### src/rtl/mau_unit.sv
// rtl/mau_unit.sv - memory access unit: one load/store on a 16-bit word bus, result held for the write stage
module mau_unit #(
    parameter int TIMEOUT = 64,
    parameter int CNT_W   = 8
) (
    input  logic        cpu_clk,
    input  logic        cpu_rst,
    input  logic        issue_valid,
    output logic        issue_ready,
    input  logic [1:0]  issue_op,
    input  logic [3:0]  issue_dst,
    input  logic [15:0] issue_addr,
    input  logic [15:0] issue_data,
    output logic        mem_req,
    output logic        mem_we,
    output logic [14:0] mem_addr,
    output logic [1:0]  mem_be,
    output logic [15:0] mem_wdata,
    input  logic        mem_ack,
    input  logic [15:0] mem_rdata,
    input  logic        alu_en,
    output logic        mau_en,
    output logic [3:0]  mau_dst,
    output logic [15:0] mau_out,
    output logic        mau_err
);

    typedef enum logic [1:0] {
        IDLE = 2'd0,
        REQ  = 2'd1,
        RESP = 2'd2
    } state_t;

    // Last cycle of the request window; a disabled timeout never compares true
    localparam int              TO_LAST_I = (TIMEOUT > 0) ? TIMEOUT - 1 : 0;
    localparam logic [CNT_W-1:0] TO_LAST  = TO_LAST_I[CNT_W-1:0];
    localparam logic             TO_EN    = (TIMEOUT != 0);

    state_t           state;
    logic [CNT_W-1:0] cnt;
    logic [3:0]       cap_dst;
    logic             cap_store;
    logic             cap_lsb;

    logic             issue_word;
    logic             issue_misaligned;

    // Only the handshake flag is combinational so issue sees readiness without a bubble
    assign issue_ready      = (state == IDLE);
    assign issue_word       = ~issue_op[1];
    assign issue_misaligned = issue_word & issue_addr[0];

    // Transaction sequencer with registered bus and result outputs
    always_ff @(posedge cpu_clk or posedge cpu_rst) begin
        if (cpu_rst) begin
            state     <= IDLE;
            cnt       <= '0;
            cap_dst   <= '0;
            cap_store <= 1'b0;
            cap_lsb   <= 1'b0;
            mem_req   <= 1'b0;
            mem_we    <= 1'b0;
            mem_addr  <= '0;
            mem_be    <= '0;
            mem_wdata <= '0;
            mau_en    <= 1'b0;
            mau_dst   <= '0;
            mau_out   <= '0;
            mau_err   <= 1'b0;
        end else begin
            mau_err <= 1'b0;
            case (state)
                IDLE: begin
                    if (issue_valid) begin
                        cap_dst   <= issue_dst;
                        cap_store <= issue_op[0];
                        cap_lsb   <= issue_addr[0];
                        if (issue_misaligned) begin
                            mau_err <= 1'b1;
                        end else begin
                            state    <= REQ;
                            cnt      <= '0;
                            mem_req  <= 1'b1;
                            mem_we   <= issue_op[0];
                            mem_addr <= issue_addr[15:1];
                            if (issue_word)
                                mem_be <= 2'b11;
                            else
                                mem_be <= issue_addr[0] ? 2'b10 : 2'b01;
                            case (issue_op)
                                2'b01:   mem_wdata <= issue_data;
                                2'b11:   mem_wdata <= {issue_data[7:0], issue_data[7:0]};
                                default: mem_wdata <= '0;
                            endcase
                        end
                    end
                end
                REQ: begin
                    if (mem_ack) begin
                        mem_req <= 1'b0;
                        if (cap_store) begin
                            state <= IDLE;
                        end else begin
                            state   <= RESP;
                            mau_en  <= 1'b1;
                            mau_dst <= cap_dst;
                            // Word loads return the full word; byte loads zero-extend the addressed lane
                            if (mem_be == 2'b11)
                                mau_out <= mem_rdata;
                            else
                                mau_out <= {8'h00, cap_lsb ? mem_rdata[15:8] : mem_rdata[7:0]};
                        end
                    end else if (TO_EN && (cnt == TO_LAST)) begin
                        mem_req <= 1'b0;
                        mau_err <= 1'b1;
                        state   <= IDLE;
                    end else begin
                        cnt <= cnt + 1'b1;
                    end
                end
                RESP: begin
                    // The write stage drops our result while the ALU owns it, so wait for a free cycle
                    if (!alu_en) begin
                        mau_en <= 1'b0;
                        state  <= IDLE;
                    end
                end
                default: begin
                    state   <= IDLE;
                    mem_req <= 1'b0;
                    mau_en  <= 1'b0;
                end
            endcase
        end
    end

endmodule

### config.mk
export PLATFORM = sky130hd
export DESIGN_NAME = mau_unit
export DESIGN_NICKNAME = d
export VERILOG_FILES = /design/src/rtl/mau_unit.sv
export SDC_FILE = /design/constraint.sdc
export NUM_CORES = 1
export LEC_CHECK = 0
export BUFFER_PORTS_ARGS = -buffer_cell sky130_fd_sc_hd__buf_2
export CAP_MARGIN = 20
export CORE_MARGIN = 3
export CORE_UTILIZATION = 40
export CTS_CLUSTER_SIZE = 28
export DETAILED_ROUTE_END_ITERATION = 8
export PLACE_DENSITY = 0.67
export SLEW_MARGIN = 30
export SYNTH_ARGS = -nofsm -noshare
export SYNTH_HDL_FRONTEND = slang
export SYNTH_SLANG_ARGS = --single-unit
### constraint.sdc
create_clock -name cpu_clk -period 4.4 [get_ports cpu_clk]
set_clock_uncertainty 0.15 [all_clocks]
set_input_delay 0.44 -clock cpu_clk [delete_from_list [all_inputs] [get_ports cpu_clk]]
set_output_delay 0.44 -clock cpu_clk [all_outputs]
set_load 0.005 [all_outputs]
==> summary.md, run 1 <==
| Metric | Value |
|---|---|
| RSZ-0062 raised after global routing | `false` |
| Die width | `about 95 µm` |
| Commonest non-fill, non-tap cell in the layout | `buf_2` |
| RR Startpoint | `state[0]` |
| Hold Buf Count CTS | `0` |
| Most used DFF post-synth | `dfrtp_1` |
| Status | `completed` |
| Starting Density | `about 42%` |
| Min Tclk post-route | `2351 ps` |
| Share of cells above drive strength 1 | `35.70%` |
| GP Congestion | `0.8310` |
| Reg clk slew, reported paths | `about 80 ps` |
| Final net count | `around 480` |
| Placed Instances | `506` |
| Via count | `about 2600` |
| Max clock buf depth | `2` |
| Max frequency | `0.4254 GHz` |
| Root buffer cell | `clkbuf_8` |
| Post-detailed-route count of antenna-violating nets | `0` |
| Leakage | `2.073 nW` |
| Tot GR Track Use | `approximately 17%` |
| Synth unique cells | `32` |
| Share of the synthesized area in the top cell type | `between 50% and 60%` |
| Ys Warns | `0` |
| First-pass GRT wire length | `between 10000 and 15000 µm` |
| CTS resizes | `0` |
| # clock sinks | `between 70 and 80` |
| Pwr dens | `around 630 nW/µm²` |
| Startpoint class of the critical path | `flop` |
| Vias in the first global route | `2532` |
| MaxCap Viol Count | `0` |
| Non-Filler Instances | `about 520` |
| WL/cell | `13.73 µm` |
| DP HPWL | `~5200 µm` |
| Slack of the critical path | `2049 ps` |
| Cells after Synth | `between 300 and 400` |
| Fin. Hold Viols | `0` |
| TritonCTS buffer count | `9` |
| Final setup fails | `0` |
| Worst path arrival time | `about 2400 ps` |
| Detailed Route WL | `7168 µm` |
| Core Region | `between 7000 and 8000 µm²` |
| Register-to-Register Path Depth | `4` |
| Post-synth EDFFs | `0` |
| Worst EP required | `~4400 ps` |
| Via density per instance | `~4.9` |
| Worst setup path class | `reg -> reg` |
| Clock latency on the worst-skew pair | `~340 ps` |
| Largest net degree at the start of global routing | `56` |
| R2r setup slk | `about 2000 ps` |
| H-tree levels | `3` |
| Worst-path maximum fanout | `29` |
| Reg2Reg Capture Point | `mau_out[5]` |
| IO Port Bufs | `about 120` |
| Iter 0 DRT Violations | `96` |
| Sequential fraction of the synthesis area | `between 50% and 60%` |
| Min-Delay Path Class | `in -> async` |
| Post-Syn Area | `roughly 3100 µm²` |
| I/O pin cnt | `117` |
| CTS tree | `done` |
| Antenna diode count | `0` |
| DRC | `0` |
| Most frequent cells in the layout | `buf_2, nand2_1, dfrtp_1, o21ai_0, nand3_1` |
| Top post-synthesis cells by area | `dfrtp_1, nand2_1, o21ai_0, mux2_2, mux2_1` |
| Gr ovfl total | `0` |
| Cell Rows | `31` |
| Area grow syn2layout | `27.03%` |
| Crit. End Element | `flop` |
| Place WS | `roughly 2000 ps` |
| Peak VDD IR | `around 0.23 mV` |
| Slew margin rel. | `a little under two fifths` |
| Die area | `slightly below 9000 µm²` |
| DR pass1 iterations | `4` |
| Synthesized flop and latch total | `73` |
| Fin. max-slew vios | `0` |
| FFs w/ async S/R, synth | `between 90% and 100%` |
| Cell taking the most area after synthesis | `dfrtp_1` |
| Synth Area per Inst | `roughly 10 µm²` |
| Actual slew at the worst max-slew pin | `~950 ps` |
| Final Cycle Share | `a little over half` |
| Post CTS Setup Buffer Count | `0` |
| Syn nets | `~370` |
| Setup TNS | `0 ps` |
| Initial antenna violation count | `0` |
| Die Y | `94.57 µm` |
flip-flops by register name, summed over array words and instances, names as in the netlist, 2 cells and up:
name / count
cnt: 8
mem_wdata: 16
cap_dst: 4
mau_out: 16
state: 2
mem_be: 2
mau_dst: 4
mem_addr: 15
critical path: stages, from the launching register on:
cell and delay (ps):
dfrtp_1 520, nor2b_1 530, nand2_1 660, nand2_1 220
o21ai_0 110
power breakdown:
group          switching [mW]  internal (mW)  total [mW]
clock                   0.249          0.296       0.545
combinational           0.424          0.382       0.806
sequential              0.182          0.961        1.14
total                   0.855           1.64        2.49
metal layers:
metal	GRT usage, %	part of all wire, %	up-vias
met5	0	0	-
met4	6.490	1.3	0
met3	4.701	8.0	9
met2	28.43	47	85
met1	21.34	43	1217
li1	-	-	1258
synth_stat cells, drive strengths merged (2+ instances only):
cell	number
nand2	96
dfrtp	73
o21ai	30
mux2	24
nand3	19
clkbuf	9
buf	8
mux2i	8
a31oi	6
a21oi	4
inv	4
nor2b	4
nor2	3
a31o	2
and2	2
nand2b	2
nand4	2
worst max path at each step:
stage	start	end
2_1_floorplan	cpu_rst	cap_dst[0]
4_1_cts	state[0]	cnt[6]
6_report	state[0]	mau_out[5]
5_1_grt	state[0]	mau_out[1]
3_5_place_dp	issue_valid	cnt[6]
3_3_place_gp	issue_valid	cnt[6]
cell families after synthesis:
logic type / Yosys count / synth area share (%)
buffers and inverters: 21 / 3.229
multiplexers: 32 / 11.16
flip-flops: 73 / 58.21
adder cells (fa/ha/maj): 1 / 0.3987
AND/OR/NAND/NOR: 133 / 18.54
AO/OA/AOI/OAI: 47 / 8.453
metrics by stage:
stage	total power [mW]	util [%]	hold slack [ps]	cell area, µm²
after CTS	2.533	53.46	35.76	3981
final	2.494	53.53	14.67	3986
after global routing	2.703	53.53	60.53	3986
after floorplan	1.606	-	287.2	3138
after detailed placement	1.982	50.57	305.1	3766
after global placement	1.953	50.54	298.5	3764
layout make-up:
| type | instances | area (µm²) |
|---|---|---|
| timing repair buffer | 117 | 588.1 |
| multi-input combinational | 213 | 1215 |
| fill | 723 | 3461 |
| tap | 99 | 123.9 |
| clock buffer | 11 | 151.4 |
| sequential | 73 | 1827 |
| clock inverter | 5 | 63.81 |
| inverter | 4 | 17.52 |
Note: power is estimated with default switching activity, not from simulation.
==> run 2: changes to the inputs <==
Settings changed: PLACE_DENSITY 0.67 to 0.7.
Clock period 4.4 ns to 2.1 ns, I/O delays scaled along.
==> run 2 against run 1 <==
Against the previous run: sequential power rose by 110%; global-route usage increased by 0.66 points; critical endpoint is now cnt[3]; maximum frequency increased by 23%; power grew 120%; register-to-register slack lost 1900 ps; die area unchanged; highest routed layer unchanged; routed wire length is 7.5% higher; worst setup slack got worse by 1900 ps; critical path depth did not move.
==> summary.md, run 2 (synthesis gave the netlist of run 1 again) <==
| Metric | Value |
|---|---|
| First-pass GRT wire length | `12460 µm (+4.5%)` |
| Actual slew at the worst max-slew pin | `619.6 ps (-328.4 ps)` |
| Sw power | `1.847 mW (+120%)` |
| Largest net degree at the start of global routing | `33 (-41%)` |
| Worst EP required | `2220 ps (-2210 ps)` |
| DRC | `0 (unchanged)` |
| CTS tree | `done` |
| Die width | `94.57 µm (unchanged)` |
| # fillers | `656 (-9.3%)` |
| WL/cell | `13.54 µm (-1.4%)` |
| Min-Delay Path Class | `in -> reg` |
| Via density per instance | `4.819 (-2.1%)` |
| Worst setup path class | `reg -> reg` |
| CP Buf/Inv Count | `0 (unchanged)` |
| Leakage | `2.282 nW (+10%)` |
| Clock power share | `21.9% (about the same)` |
| Final net count | `525 (+9.8%)` |
| Final instance area | `4471 µm² (+12%)` |
| Critical path, cell by cell | `or3b_4 > a31o_1 > or3_1 > nand3_1` |
| MaxCap Viol Count | `0 (unchanged)` |
| Peak VDD IR | `0.5278 mV (+130%)` |
| Startpoint class of the critical path | `flop` |
| Area grow syn2layout | `42.46%` |
| Root buffer cell | `clkbuf_8` |
| Starting Density | `42.14% (unchanged)` |
| Setup TNS | `0 ps (unchanged)` |
| Max frequency | `0.5218 GHz (+23%)` |
| Worst-path maximum fanout | `11 (-62%)` |
| Placed inst area | `3872 µm² (+2.8%)` |
| Detailed Route WL | `7706 µm (+7.5%)` |
| Max clock buf depth | `2 (unchanged)` |
| Design Power | `5.456 mW (+120%)` |
| Fin. Hold Viols | `0 (unchanged)` |
| Reg clk slew, reported paths | `80 ps (about the same)` |
| I/O pin cnt | `117 (unchanged)` |
| Core Util, Final | `60.03% (+6.5 points)` |
| Final setup fails | `0 (unchanged)` |
| RSZ-0062 raised after global routing | `false` |
| Vias in the first global route | `2724 (+7.6%)` |
| Worst path max stage delay | `470 ps (-190 ps)` |
| Critical-path top delay cell | `dfrtp_1` |
| CP delay by family, top | `simple AND/OR/NAND/NOR gates` |
| Commonest non-fill, non-tap cell in the layout | `buf_2` |
| H-tree levels | `3 (unchanged)` |
| Status | `completed` |
| Die area | `8943 µm² (unchanged)` |
| IO Port Bufs | `116 (unchanged)` |
| Worst path arrival time | `2040 ps (-340 ps)` |
| Antenna diode count | `0 (unchanged)` |
| Reg area | `1827 µm² (unchanged)` |
| Cell Rows | `31 (unchanged)` |
| Fin. max-slew vios | `0 (unchanged)` |
| P_int | `3.609 mW (+120%)` |
| Iter 0 DRT Violations | `105 (+9.4%)` |
| R2r setup slk | `180 ps (-1870 ps)` |
| Crit. End Element | `flop` |
| Tot GR Track Use | `17.78% (+0.66 points)` |
| Gr ovfl total | `0 (unchanged)` |
| Final Cycle Share | `91.26% (+38 points)` |
| # clock sinks | `73 (unchanged)` |
| Die Y | `94.57 µm (unchanged)` |
| DP HPWL | `5268 µm (+0.70%)` |
| Sw Ratio | `33.86% (-0.43 points)` |
| Most frequent cells in the layout | `buf_2, nand2_1, dfrtp_1, dlygate4sd3_1, o21ai_0` |
| Post-detailed-route count of antenna-violating nets | `0 (unchanged)` |
| Area of the multi-input gates | `1210 µm² (-0.41%)` |
| CTS resizes | `0 (unchanged)` |
| Share of cells above drive strength 1 | `34.04% (-1.7 points)` |
| Via count | `2742 (+6.7%)` |
| Min Tclk post-route | `1917 ps (-434.1 ps)` |
| Sequential Power Share | `43.7% (-2.1 points)` |
| Initial antenna violation count | `0 (unchanged)` |
| Logic pwr share | `34.5% (+2.2 points)` |
| GP Congestion | `0.8052 (-3.1%)` |
| Clock latency on the worst-skew pair | `340 ps (about the same)` |
| Pwr dens | `1220 nW/µm² (+95%)` |
| Core Region | `7447 µm² (unchanged)` |
| Slew margin rel. | `58.61% (+22 points)` |
| TritonCTS buffer count | `9 (unchanged)` |
| Largest registers | `mau_out (16), mem_wdata (16), mem_addr (15)` |
| DR pass1 iterations | `4 (unchanged)` |
[run 2: area by class of cell]
| cell class | instances | area share (%) |
|---|---|---|
| multi-input cells | 213 | 27.06 |
| well taps | 99 | 2.771 |
| clock inverters | 7 | 2.099 |
| flip-flops and latches | 73 | 40.86 |
| clock buffers | 9 | 2.771 |
| inverters | 4 | 0.4198 |
| repair buffers | 164 | 24.01 |
[run 2: path summary, 6_finish.rpt]
kind                               from  cells past startpoint             to
max reg2reg                    state[1]                      4         cnt[3]
max in group asynchronous       cpu_rst                      4  mem_wdata[12]
min                        mem_rdata[5]                      3     mau_out[5]
min reg2reg                 mau_out[14]                      2    mau_out[14]
min in group asynchronous       cpu_rst                      3    mem_addr[6]
max                            state[1]                      4         cnt[3]
[run 2: power by group through the flow]
stage | sequential (mW) | combinational, mW | clock, mW
after detailed placement | 2.39 | 1.85 | 0
after global placement | 2.36 | 1.81 | 0
after floorplan | 2.41 | 0.957 | 0
after CTS | 2.37 | 1.90 | 1.23
after global routing | 2.46 | 2.13 | 1.30
final | 2.38 | 1.88 | 1.19
[run 2: stage by stage]
| step | setup slack [ps] | cells | hold WS, ps |
|---|---|---|---|
| 5_1_grt | 117.7 | 569 | 1.340 |
| 3_3_place_gp | 254.8 | 515 | 162.2 |
| 3_5_place_dp | 214.2 | 515 | 169.9 |
| 4_1_cts | 182.1 | 569 | 8.276 |
| 6_report | 183.5 | 569 | 9.840 |
| 2_1_floorplan | 324.7 | 307 | 165.4 |
[run 2: metal layers]
layer | vias to the layer above | wire length (µm) | GRT usage (%) | share of wire [%]
met3 | 10 | 559 | 4.542 | 7.3
met2 | 97 | 3735 | 30.44 | 48
met5 | - | 0 | 0 | 0
met4 | 0 | 87 | 6.370 | 1.1
met1 | 1286 | 3325 | 21.74 | 43
li1 | 1349 | - | - | -
[run 2: what timing repair did]
| action | 4_1_cts | 5_1_grt |
|---|---|---|
| hold buffers | 38 | 0 |
| endpoints found under the hold margin | 61 | 0 |
| setup buffers | 0 | 0 |
[run 2: worst min-delay path, stage by stage]
cell	delay [ps]
buf_2	70
mux2i_1	50
o21ai_0	130
==> run 3: changes to the inputs <==
Settings changed: CELL_PAD_IN_SITES_DETAIL_PLACEMENT from default to 1, CELL_PAD_IN_SITES_GLOBAL_PLACEMENT from default to 1, CORE_UTILIZATION 40 to 33, PLACE_DENSITY 0.7 to 0.76, REMOVE_ABC_BUFFERS from default to 1.
==> run 3 against run 2 <==
Against the previous run: via count up 2.3%; hold slack better by 4.1 ps; sequential power about the same; largest cell class unchanged; largest power group unchanged; critical path depth unchanged; non-clock buffer count down 1; power down 1.2%; highest routed layer unchanged; worst setup slack worse by 13 ps; critical path type unchanged.
==> summary.md, run 3 (synthesis gave the netlist of run 1 again) <==
| Metric | Value |
|---|---|
| DRC | `0 (unchanged)` |
| Critical path, cell by cell | `or3b_4 > a31o_1 > or3_1 > nand3_1` |
| Leakage | `2.269 nW (-0.56%)` |
| Logic pwr share | `35.8% (+1.3 points)` |
| # fillers | `1049 (+60%)` |
| Gr ovfl total | `0 (unchanged)` |
| Die area | `10720 µm² (+20%)` |
| Worst-path maximum fanout | `11 (unchanged)` |
| Setup crit start | `state[1]` |
| Reg clk slew, reported paths | `90 ps (about the same)` |
| Sequential Power Share | `44.1% (+0.4 points)` |
| Initial antenna violation count | `0 (unchanged)` |
| Min Tclk post-route | `1930 ps (+13.32 ps)` |
| Actual slew at the worst max-slew pin | `440.2 ps (-179.4 ps)` |
| Final instance area | `4459 µm² (-0.25%)` |
| Worst setup path class | `reg -> reg` |
| IO Port Bufs | `116 (unchanged)` |
| Status | `completed` |
| Largest registers | `mau_out (16), mem_wdata (16), mem_addr (15)` |
| Final Cycle Share | `91.90% (+0.63 points)` |
| Die Y | `103.5 µm (+9.5%)` |
| Iter 0 DRT Violations | `63 (-40%)` |
| Starting Density | `34.96% (-7.2 points)` |
| Cell Rows | `34 (+9.7%)` |
| Share of cells above drive strength 1 | `33.76% (-0.28 points)` |
| Hold Crit Depth | `3 (unchanged)` |
| Crit. End Element | `flop` |
| Area grow syn2layout | `42.11%` |
| Via count | `2806 (+2.3%)` |
| Tot GR Track Use | `17.28% (-0.50 points)` |
| First-pass GRT wire length | `15180 µm (+22%)` |
| Detailed Route WL | `9003 µm (+17%)` |
| Placed inst area | `3882 µm² (+0.26%)` |
| CP Capture Point | `cnt[3]` |
| Fin. max-slew vios | `0 (unchanged)` |
| DR pass1 iterations | `4 (unchanged)` |
| Largest net degree at the start of global routing | `74 (+120%)` |
| Critical-path top delay cell | `dfrtp_1` |
| Register-to-Register Path Depth | `4 (unchanged)` |
| Worst path max stage delay | `480 ps (about the same)` |
| GP Congestion | `0.7999 (-0.66%)` |
| Final setup fails | `0 (unchanged)` |
| Die width | `103.5 µm (+9.5%)` |
| H-tree levels | `3 (unchanged)` |
| Via density per instance | `4.716 (-2.1%)` |
| MaxCap Viol Count | `0 (unchanged)` |
| Vias in the first global route | `3059 (+12%)` |
| Root buffer cell | `clkbuf_8` |
| Min-Delay Path Class | `in -> reg` |
| Core Region | `8976 µm² (+21%)` |
| RSZ-0062 raised after global routing | `false` |
| Final net count | `524 (-0.19%)` |
| Most frequent cells in the layout | `buf_2, nand2_1, dfrtp_1, dlygate4sd3_1, o21ai_0` |
| Reg2Reg Capture Point | `cnt[3]` |
| Post CTS Setup Buffer Count | `0 (unchanged)` |
| WL/cell | `15.13 µm (+12%)` |
| TritonCTS buffer count | `9 (unchanged)` |
| I/O pin cnt | `117 (unchanged)` |
| Sw Ratio | `34.87% (+1.0 points)` |
| R2r setup slk | `170 ps (about the same)` |
| DP HPWL | `6192 µm (+18%)` |
| Max clock buf depth | `2 (unchanged)` |
| Worst path arrival time | `2050 ps (about the same)` |
| Pwr dens | `1209 nW/µm² (-0.92%)` |
| RR Startpoint | `state[1]` |
| CTS tree | `done` |
| Max frequency | `0.5182 GHz (-0.69%)` |
| Startpoint class of the critical path | `flop` |
| Clock power share | `20.2% (-1.7 points)` |
| Post-detailed-route count of antenna-violating nets | `0 (unchanged)` |
| Clock latency on the worst-skew pair | `340 ps (about the same)` |
| P_int | `3.512 mW (-2.7%)` |
| Setup TNS | `0 ps (unchanged)` |
| Design Power | `5.392 mW (-1.2%)` |
| Slew margin rel. | `70.65% (+12 points)` |
| Sw power | `1.880 mW (+1.8%)` |
| # clock sinks | `73 (unchanged)` |
| Fin. Hold Viols | `0 (unchanged)` |
| Worst EP required | `2220 ps (about the same)` |
| Commonest non-fill, non-tap cell in the layout | `buf_2` |
| Peak VDD IR | `0.4128 mV (-22%)` |
==> run 3: area by class of cell <==
type,count,area [µm²],area share [%]
inverters,4,15.01,0.3367
repair buffers,163,1054,23.63
clock buffers,10,137.6,3.086
diodes,1,2.502,0.05612
well taps,126,157.7,3.535
clock inverters,5,56.30,1.263
flip-flops and latches,73,1827,40.97
multi-input cells,213,1210,27.13
==> run 3: routing by layer <==
metal	track usage (%)	vias up	share of wire, %	wire (µm)
met3	4.291	19	5.3	474
met2	30.05	82	51	4572
met4	7.407	0	2.8	250
met1	20.31	1356	41	3705
li1	-	1349	-	-
met5	0	-	0	0
==> run 3: metrics by stage <==
step | std cells | utilization [%] | setup WS (ps) | hold WS, ps
after floorplan | 290 | - | -113.3 | 157.0
after global placement | 541 | 43.25 | 242.0 | 176.6
after detailed placement | 541 | 43.25 | 195.0 | 185.7
after CTS | 593 | 49.54 | 168.7 | 2.148
after global routing | 594 | 49.65 | 97.21 | 20.78
final | 595 | 49.68 | 170.2 | 13.97
==> run 3: worst min path at each step <==
stage	start	to	slack, ps
after floorplan	issue_op[1]	mem_be[1]	160
after global placement	cpu_rst	mau_out[2]	180
after detailed placement	cpu_rst	mau_out[10]	190
after CTS	mem_rdata[3]	mau_out[3]	2
after global routing	mem_ack	mau_err	20
final	mem_rdata[3]	mau_out[3]	10
==> run 3: power groups by stage <==
stage | sequential [mW] | clock (mW) | combinational, mW
global route | 2.47 | 1.20 | 2.18
floorplan | 2.42 | 0 | 0.861
global placement | 2.36 | 0 | 1.83
finish | 2.38 | 1.09 | 1.93
CTS | 2.37 | 1.13 | 1.96
detailed placement | 2.40 | 0 | 1.90
==> run 3: timing repair <==
item / 4_1_cts / 5_1_grt
resized for setup: 0 / 0
hold buffers: 37 / 1
hold endpoints to repair: 109 / 1
==> run 3: critical path: cells and delay by family, from the launching register on <==
family	cells	cell delay, ps
flops	1	480
compound gates	1	320
simple gates	3	900
